`src/rtl/sonar_varredura_ctrl.sv`:
```
// ---------------------------------------------------------------------------
// sonar_varredura_ctrl
//
// Sweep scheduler for the sonar. Walks the servo through N_POS angular
// positions in a ping-pong pattern (0 .. N_POS-1 .. 0). At every position it
// waits a settling interval, issues one measurement request to the sonar
// control unit and waits for that measurement to finish before moving on.
//
// Optional feature macro: VARREDURA_TIMEOUT_EN
//   defined   : AGUARDA gives up after TIMEOUT cycles without medida_pronto,
//               sets the sticky erro_timeout flag and skips the position.
//   undefined : AGUARDA waits indefinitely, erro_timeout is tied low and no
//               timeout counter exists.
//
// Ports
//   clock          in   1      system clock, rising edge
//   reset          in   1      asynchronous, active-high
//   ligar          in   1      level, sweep enabled
//   medida_pronto  in   1      sonar done pulse, only looked at in AGUARDA
//   req_medida     out  1      one-cycle measurement request (SOLICITA)
//   posicao        out  POS_W  current servo position index (registered)
//   sentido        out  1      1 = ascending, 0 = descending (registered)
//   ciclo_completo out  1      one-cycle pulse when posicao returns to 0
//   erro_timeout   out  1      sticky timeout flag
//   ocupado        out  1      high in every state except IDLE
//   db_estado      out  4      state code for the debug display
// ---------------------------------------------------------------------------
// state      | meaning
// -----------+------------------------------------------------------------
// IDLE      0 | sweep stopped, position held, waiting for ligar
// POSICIONA 1 | servo settling at the current position
// SOLICITA  2 | single-cycle measurement request
// AGUARDA   3 | waiting for the sonar to report completion
// AVANCA    4 | one cycle: step position / direction for the next point
// (other)   F | illegal encoding, recovers to IDLE
// ---------------------------------------------------------------------------
module sonar_varredura_ctrl #(
   parameter int N_POS        = 8,
   parameter int POS_W        = 3,
   parameter int ASSENTAMENTO = 25_000_000,
   parameter int TIMEOUT      = 50_000_000
) (
   input  logic             clock,
   input  logic             reset,
   input  logic             ligar,
   input  logic             medida_pronto,
   output logic             req_medida,
   output logic [POS_W-1:0] posicao,
   output logic             sentido,
   output logic             ciclo_completo,
   output logic             erro_timeout,
   output logic             ocupado,
   output logic [3:0]       db_estado
);

   // Elaboration-time guard against parameter sets the position logic
   // cannot represent.
   if (N_POS < 2 || POS_W < $clog2(N_POS) || ASSENTAMENTO < 1 || TIMEOUT < 1) begin : g_param_check
      $error("sonar_varredura_ctrl: illegal parameter set");
   end

   localparam int CNT_W = (ASSENTAMENTO > 1) ? $clog2(ASSENTAMENTO + 1) : 1;

   localparam logic [POS_W-1:0] POS_ZERO = '0;
   localparam logic [POS_W-1:0] POS_ONE  = POS_W'(1);
   localparam logic [POS_W-1:0] POS_MAX  = POS_W'(N_POS - 1);
   localparam logic [POS_W-1:0] POS_PEN  = POS_W'(N_POS - 2);
   localparam logic [CNT_W-1:0] ASS_LAST = CNT_W'(ASSENTAMENTO - 1);

   typedef enum logic [2:0] {
      S_IDLE      = 3'd0,
      S_POSICIONA = 3'd1,
      S_SOLICITA  = 3'd2,
      S_AGUARDA   = 3'd3,
      S_AVANCA    = 3'd4
   } estado_t;

   estado_t          r_estado;
   estado_t          w_prox_estado;
   logic [CNT_W-1:0] r_cnt_assent;
   logic [POS_W-1:0] r_posicao;
   logic             r_sentido;
   logic             r_ciclo_completo;
   logic [POS_W-1:0] w_pos_prox;
   logic             w_sent_prox;
   logic             w_assent_fim;
   logic             w_timeout;

   assign w_assent_fim = (r_cnt_assent == ASS_LAST);

   // ------------------------------------------------------------------------
   // Timeout watchdog for AGUARDA
   // ------------------------------------------------------------------------
`ifdef VARREDURA_TIMEOUT_EN
   localparam int TO_W = (TIMEOUT > 1) ? $clog2(TIMEOUT + 1) : 1;
   localparam logic [TO_W-1:0] TO_LAST = TO_W'(TIMEOUT - 1);

   logic [TO_W-1:0] r_cnt_timeout;
   logic            r_erro_timeout;

   // A completion arriving on the last allowed cycle takes priority, so the
   // timeout only fires when medida_pronto is low.
   assign w_timeout = (r_estado == S_AGUARDA) && !medida_pronto &&
                      (r_cnt_timeout == TO_LAST);

   always_ff @(posedge clock or posedge reset) begin
      if (reset) begin
         r_cnt_timeout  <= '0;
         r_erro_timeout <= 1'b0;
      end else begin
         if (r_estado == S_AGUARDA)
            r_cnt_timeout <= r_cnt_timeout + TO_W'(1);
         else
            r_cnt_timeout <= '0;
         if (w_timeout)
            r_erro_timeout <= 1'b1;
      end
   end

   assign erro_timeout = r_erro_timeout;
`else
   assign w_timeout    = 1'b0;
   assign erro_timeout = 1'b0;
`endif

   // ------------------------------------------------------------------------
   // FSM: state register
   // ------------------------------------------------------------------------
   always_ff @(posedge clock or posedge reset) begin
      if (reset)
         r_estado <= S_IDLE;
      else
         r_estado <= w_prox_estado;
   end

   // ------------------------------------------------------------------------
   // FSM: next-state logic
   // ------------------------------------------------------------------------
   always_comb begin
      w_prox_estado = S_IDLE;
      case (r_estado)
         S_IDLE: begin
            w_prox_estado = ligar ? S_POSICIONA : S_IDLE;
         end
         S_POSICIONA: begin
            if (!ligar)
               w_prox_estado = S_IDLE;
            else if (w_assent_fim)
               w_prox_estado = S_SOLICITA;
            else
               w_prox_estado = S_POSICIONA;
         end
         S_SOLICITA: begin
            w_prox_estado = S_AGUARDA;
         end
         S_AGUARDA: begin
            // ligar is deliberately ignored here: an outstanding measurement
            // is always allowed to complete.
            if (medida_pronto || w_timeout)
               w_prox_estado = S_AVANCA;
            else
               w_prox_estado = S_AGUARDA;
         end
         S_AVANCA: begin
            w_prox_estado = ligar ? S_POSICIONA : S_IDLE;
         end
         default: begin
            w_prox_estado = S_IDLE;
         end
      endcase
   end

   // ------------------------------------------------------------------------
   // FSM: Moore outputs
   // ------------------------------------------------------------------------
   always_comb begin
      req_medida = 1'b0;
      ocupado    = 1'b1;
      db_estado  = 4'hF;
      case (r_estado)
         S_IDLE: begin
            ocupado   = 1'b0;
            db_estado = 4'h0;
         end
         S_POSICIONA: begin
            db_estado = 4'h1;
         end
         S_SOLICITA: begin
            req_medida = 1'b1;
            db_estado  = 4'h2;
         end
         S_AGUARDA: begin
            db_estado = 4'h3;
         end
         S_AVANCA: begin
            db_estado = 4'h4;
         end
         default: begin
            ocupado   = 1'b0;
            db_estado = 4'hF;
         end
      endcase
   end

   // ------------------------------------------------------------------------
   // Settling counter: counts cycles spent in POSICIONA, cleared elsewhere so
   // every entry starts a fresh interval.
   // ------------------------------------------------------------------------
   always_ff @(posedge clock or posedge reset) begin
      if (reset)
         r_cnt_assent <= '0;
      else if (r_estado == S_POSICIONA && !w_assent_fim)
         r_cnt_assent <= r_cnt_assent + CNT_W'(1);
      else
         r_cnt_assent <= '0;
   end

   // ------------------------------------------------------------------------
   // Ping-pong position step. The end points reflect instead of wrapping.
   // ------------------------------------------------------------------------
   always_comb begin
      w_pos_prox  = r_posicao;
      w_sent_prox = r_sentido;
      if (r_sentido) begin
         if (r_posicao >= POS_MAX) begin
            w_pos_prox  = POS_PEN;
            w_sent_prox = 1'b0;
         end else begin
            w_pos_prox = r_posicao + POS_ONE;
         end
      end else begin
         if (r_posicao == POS_ZERO) begin
            w_pos_prox  = POS_ONE;
            w_sent_prox = 1'b1;
         end else begin
            w_pos_prox = r_posicao - POS_ONE;
         end
      end
   end

   always_ff @(posedge clock or posedge reset) begin
      if (reset) begin
         r_posicao        <= '0;
         r_sentido        <= 1'b1;
         r_ciclo_completo <= 1'b0;
      end else begin
         r_ciclo_completo <= 1'b0;
         if (r_estado == S_AVANCA) begin
            r_posicao        <= w_pos_prox;
            r_sentido        <= w_sent_prox;
            r_ciclo_completo <= (w_pos_prox == POS_ZERO);
         end
      end
   end

   assign posicao        = r_posicao;
   assign sentido        = r_sentido;
   assign ciclo_completo = r_ciclo_completo;

endmodule

```
`config.mk`:
```
export PLATFORM = sky130hd
export DESIGN_NAME = sonar_varredura_ctrl
export DESIGN_NICKNAME = d
export VERILOG_FILES = /design/src/rtl/sonar_varredura_ctrl.sv
export SDC_FILE = /design/constraint.sdc
export NUM_CORES = 1
export LEC_CHECK = 0
export BUFFER_PORTS_ARGS = -buffer_cell sky130_fd_sc_hd__buf_2
export CORE_UTILIZATION = 35
export CTS_CLUSTER_DIAMETER = 80
export DETAILED_ROUTE_END_ITERATION = 12
export PLACE_DENSITY_LB_ADDON = 0.15
export RECOVER_POWER = 100
export SKIP_LAST_GASP = 1
export SYNTH_ARGS = -nofsm -noshare
export SYNTH_HDL_FRONTEND = slang
export SYNTH_SLANG_ARGS = --single-unit
```
`constraint.sdc`:
```
create_clock -name clock -period 2.09 [get_ports clock]
set_input_delay 0.3135 -clock clock [delete_from_list [all_inputs] [get_ports clock]]
set_output_delay 0.3135 -clock clock [all_outputs]
set_load 0.005 [all_outputs]
```
==> results.yml <==
run_status:
  outcome: "finished, violations left"
  violations: "capacitance limit, slew limit"
logic_synthesis:
  ys_dominant_reg_cell: "dfrtp_1"
  ys_seq_area_share_pct: 44.39
  synth-edff-count: 0
  yosysUniqueCellTypes: 44
  synth_cells: 193
  syn-num-nets: 202
  ys_ff_latch: 33
  yosysWarnings: 0
  syn-cell-area_um2: 1863
  syn_area_per_cell_um2: 9.653
  ys_async_sr_fraction_pct: 100.0
critical_path:
  critPathLaunchType: "register"
  path_max_fanout: 3
  cp_slowest_cell: "or4_1"
  path_buf_inv: 0
  crit_required_ns: 2.31
  slowest_delay_ns: 0.53
  crit_family: "simple AND/OR/NAND/NOR gates"
  crit_type: "reg -> reg"
  crit_path_end_kind: "register"
  crit_path_cell_trace: "or4b_1 > or4_4 > or4_1 > a21oi_1"
  cp.arrival_ns: 2.29
  rrSetupSlack_ns: 0.02
final_layout:
  num-fill-cells: 512
  multiInputGateArea_um2: 944.7
  regArea_um2: 827.0
  final_common_cell: "dfrtp_1"
  final_cell_area_um2: 2231
  num-nets-final: 239
  antenna_cells: 0
  drive_above_1_share_pct: 20.78
  fin_util_pct: 43.68
  final_cell_mix: "32 x dfrtp_1, 22 x nor2_1, 22 x buf_4, 15 x a21oi_1, 13 x nand2_1"
  syn2layout_area_growth_pct: 19.74
floorplan:
  start_util_pct: 36.48
  die-width_um: 74.96
  dieHeight_um: 74.96
  ioPinCount: 16
  die_area_um2: 5619
  row_count: 26
  core_area_um2: 5107
sta:
  whs_ns: 0.2724
  finClkSkew_ns: 0.008576
  finalCriticalPeriod_ns: 2.073
  tightest_slew_ns: 1.821
  fin_crit_sh_pct: 99.18
  fmax_mhz: 482.4
  setup_viol: 0
  rsz0062_at_grt: "yes"
  finalHoldViolCount: 0
  final_max_slew_viol_count: 34
  slew_headroom_pct: -21.38
power:
  p_per_area_nw_per_um2: 560.2
  leakagePower_nw: 0.9432
  vdd_drop_max_uv: 363.2
grt:
  grt_pass1_vias: 1389
  grt_pass1_wl_um: 6499
  track_usage_pct: 15.59
  grt_overflow: 0
  antenna_found_initial: 0
  grt_max_degree: 34
clock_tree:
  clock_path_buffers: 2
  cts_buffers: 5
  cts_max_level: 2
  cts_sinks: 33
  root_buffer: "clkbuf_8"
  insertion_delay_ns: 0.29
  clk_pin_slew_worst_paths_ns: 0.07
  cts_tree: "done"
drt:
  drt_first_pass_iters: 4
  drt_iter0_markers: 44
  remaining_drc_errors: 0
  maxUsedRoutingLayer: "met4"
  wl_met2_um: 2044
  drt-met1-wl_um: 1882
  ant_nets: 0
  dr_wl_met3_um: 146
  drt_wl_total_um: 4119
  vias: 1567
  viasPerCell: 5.206
  routedWlPerCell_um: 13.68
place:
  routabilityCongestion: 0.8029
  place_hpwl_um: 2908
  post_dp_cell_area_um2: 2118
  numPortBuffers: 14
min_path:
  hp-class: "in -> reg"
flow_run:
  maxCapViolations: 1
-- cells in the mapped netlist, drive strengths merged, types with 3 or more instances --
master	instances	area share (%)
dfrtp	32	43
nor2	22	4.4
a21oi	15	4.0
nand2	13	2.6
nand3	9	2.7
inv	7	1.4
nor3	7	1.9
or4	7	3.0
xor2	7	3.3
nand4	6	2.0
ha	5	3.4
o31ai	5	2.8
or3	5	1.7
xnor2	5	2.4
buf	4	1.6
clkbuf	4	1.9
mux2	4	2.4
o21ai	4	1.1
and4	3	1.5
nor3b	3	1.2
-- stage by stage --
stage	setup TNS, ns	std cells	power (mW)	worst slack, ns
floorplan	0	193	0.7311	0.01538
global placement	0	289	0.7606	0.03068
detailed placement	0	289	0.7641	0.009277
CTS	-0.005324	297	1.267	-0.005324
global route	-0.4105	301	1.314	-0.04606
finish	0	301	1.250	0.01718
-- logic make-up after synthesis --
| family | share of synthesized area, % |
|---|---|
| AOI/OAI and AO/OA | 12.36 |
| xor gates and xnor gates | 5.641 |
| adders and majority gates | 3.358 |
| buffers and inverters | 4.903 |
| DFF | 44.39 |
| muxes | 2.418 |
| other | 0.2013 |
| and+or+nand+nor | 26.73 |
-- layer usage --
layer / vias up / track usage, %
met2: 29 / 27.33
met4: 0 / 5.031
met1: 766 / 18.68
met3: 5 / 4.016
li1: 767 / -
met5: - / 0
-- state kept, by name (all words and copies together) (netlist names) --
| name | count |
|---|---|
| ciclo_completo | 1 |
| posicao | 3 |
| r_cnt_assent | 25 |
| r_estado | 3 |
| sentido | 1 |
-- where the power goes --
| group | internal [mW] | switching [mW] |
|---|---|---|
| sequential | 0.651 | 0.0137 |
| combinational | 0.0375 | 0.0498 |
| clock | 0.269 | 0.229 |
| total | 0.957 | 0.292 |
-- path summary, 6_finish.rpt --
path | endpoint | cells after the start | startpoint
setup / recovery | r_estado[1]$_DFF_PP0_ | 4 | r_cnt_assent[9]$_DFF_PP0_
hold / removal | r_estado[2]$_DFF_PP0_ | 3 | medida_pronto
setup reg to reg | r_estado[1]$_DFF_PP0_ | 4 | r_cnt_assent[9]$_DFF_PP0_
hold reg to reg | r_cnt_assent[0]$_DFF_PP0_ | 1 | r_cnt_assent[0]$_DFF_PP0_
max in group asynchronous | r_cnt_assent[1]$_DFF_PP0_ | 3 | reset
min in group asynchronous | r_cnt_assent[7]$_DFF_PP0_ | 3 | reset
-- tightest hold or removal path: cells and delay by family --
kind / cells / cell delay, ns
AND/OR/NAND/NOR: 2 / 0.12
buffers and inverters: 1 / 0.09
-- cell type report --
type                    instances  share of cell area, %
inverters                       7                  1.178
well taps                      70                  3.926
flip-flops and latches         33                  37.07
multi-input cells             145                  42.34
repair buffers                 38                  11.44
clock buffers                   8                  4.038
-- timing repair --
action / CTS / global route
endpoints found under the setup margin: 1 / 11
gates cloned: 0 / 1
hold buffers: 0 / 0
buffers inserted: 0 / 3
gates resized for setup: 0 / 0
pin swaps: 0 / 3
Note: power is estimated with default switching activity, not from simulation.
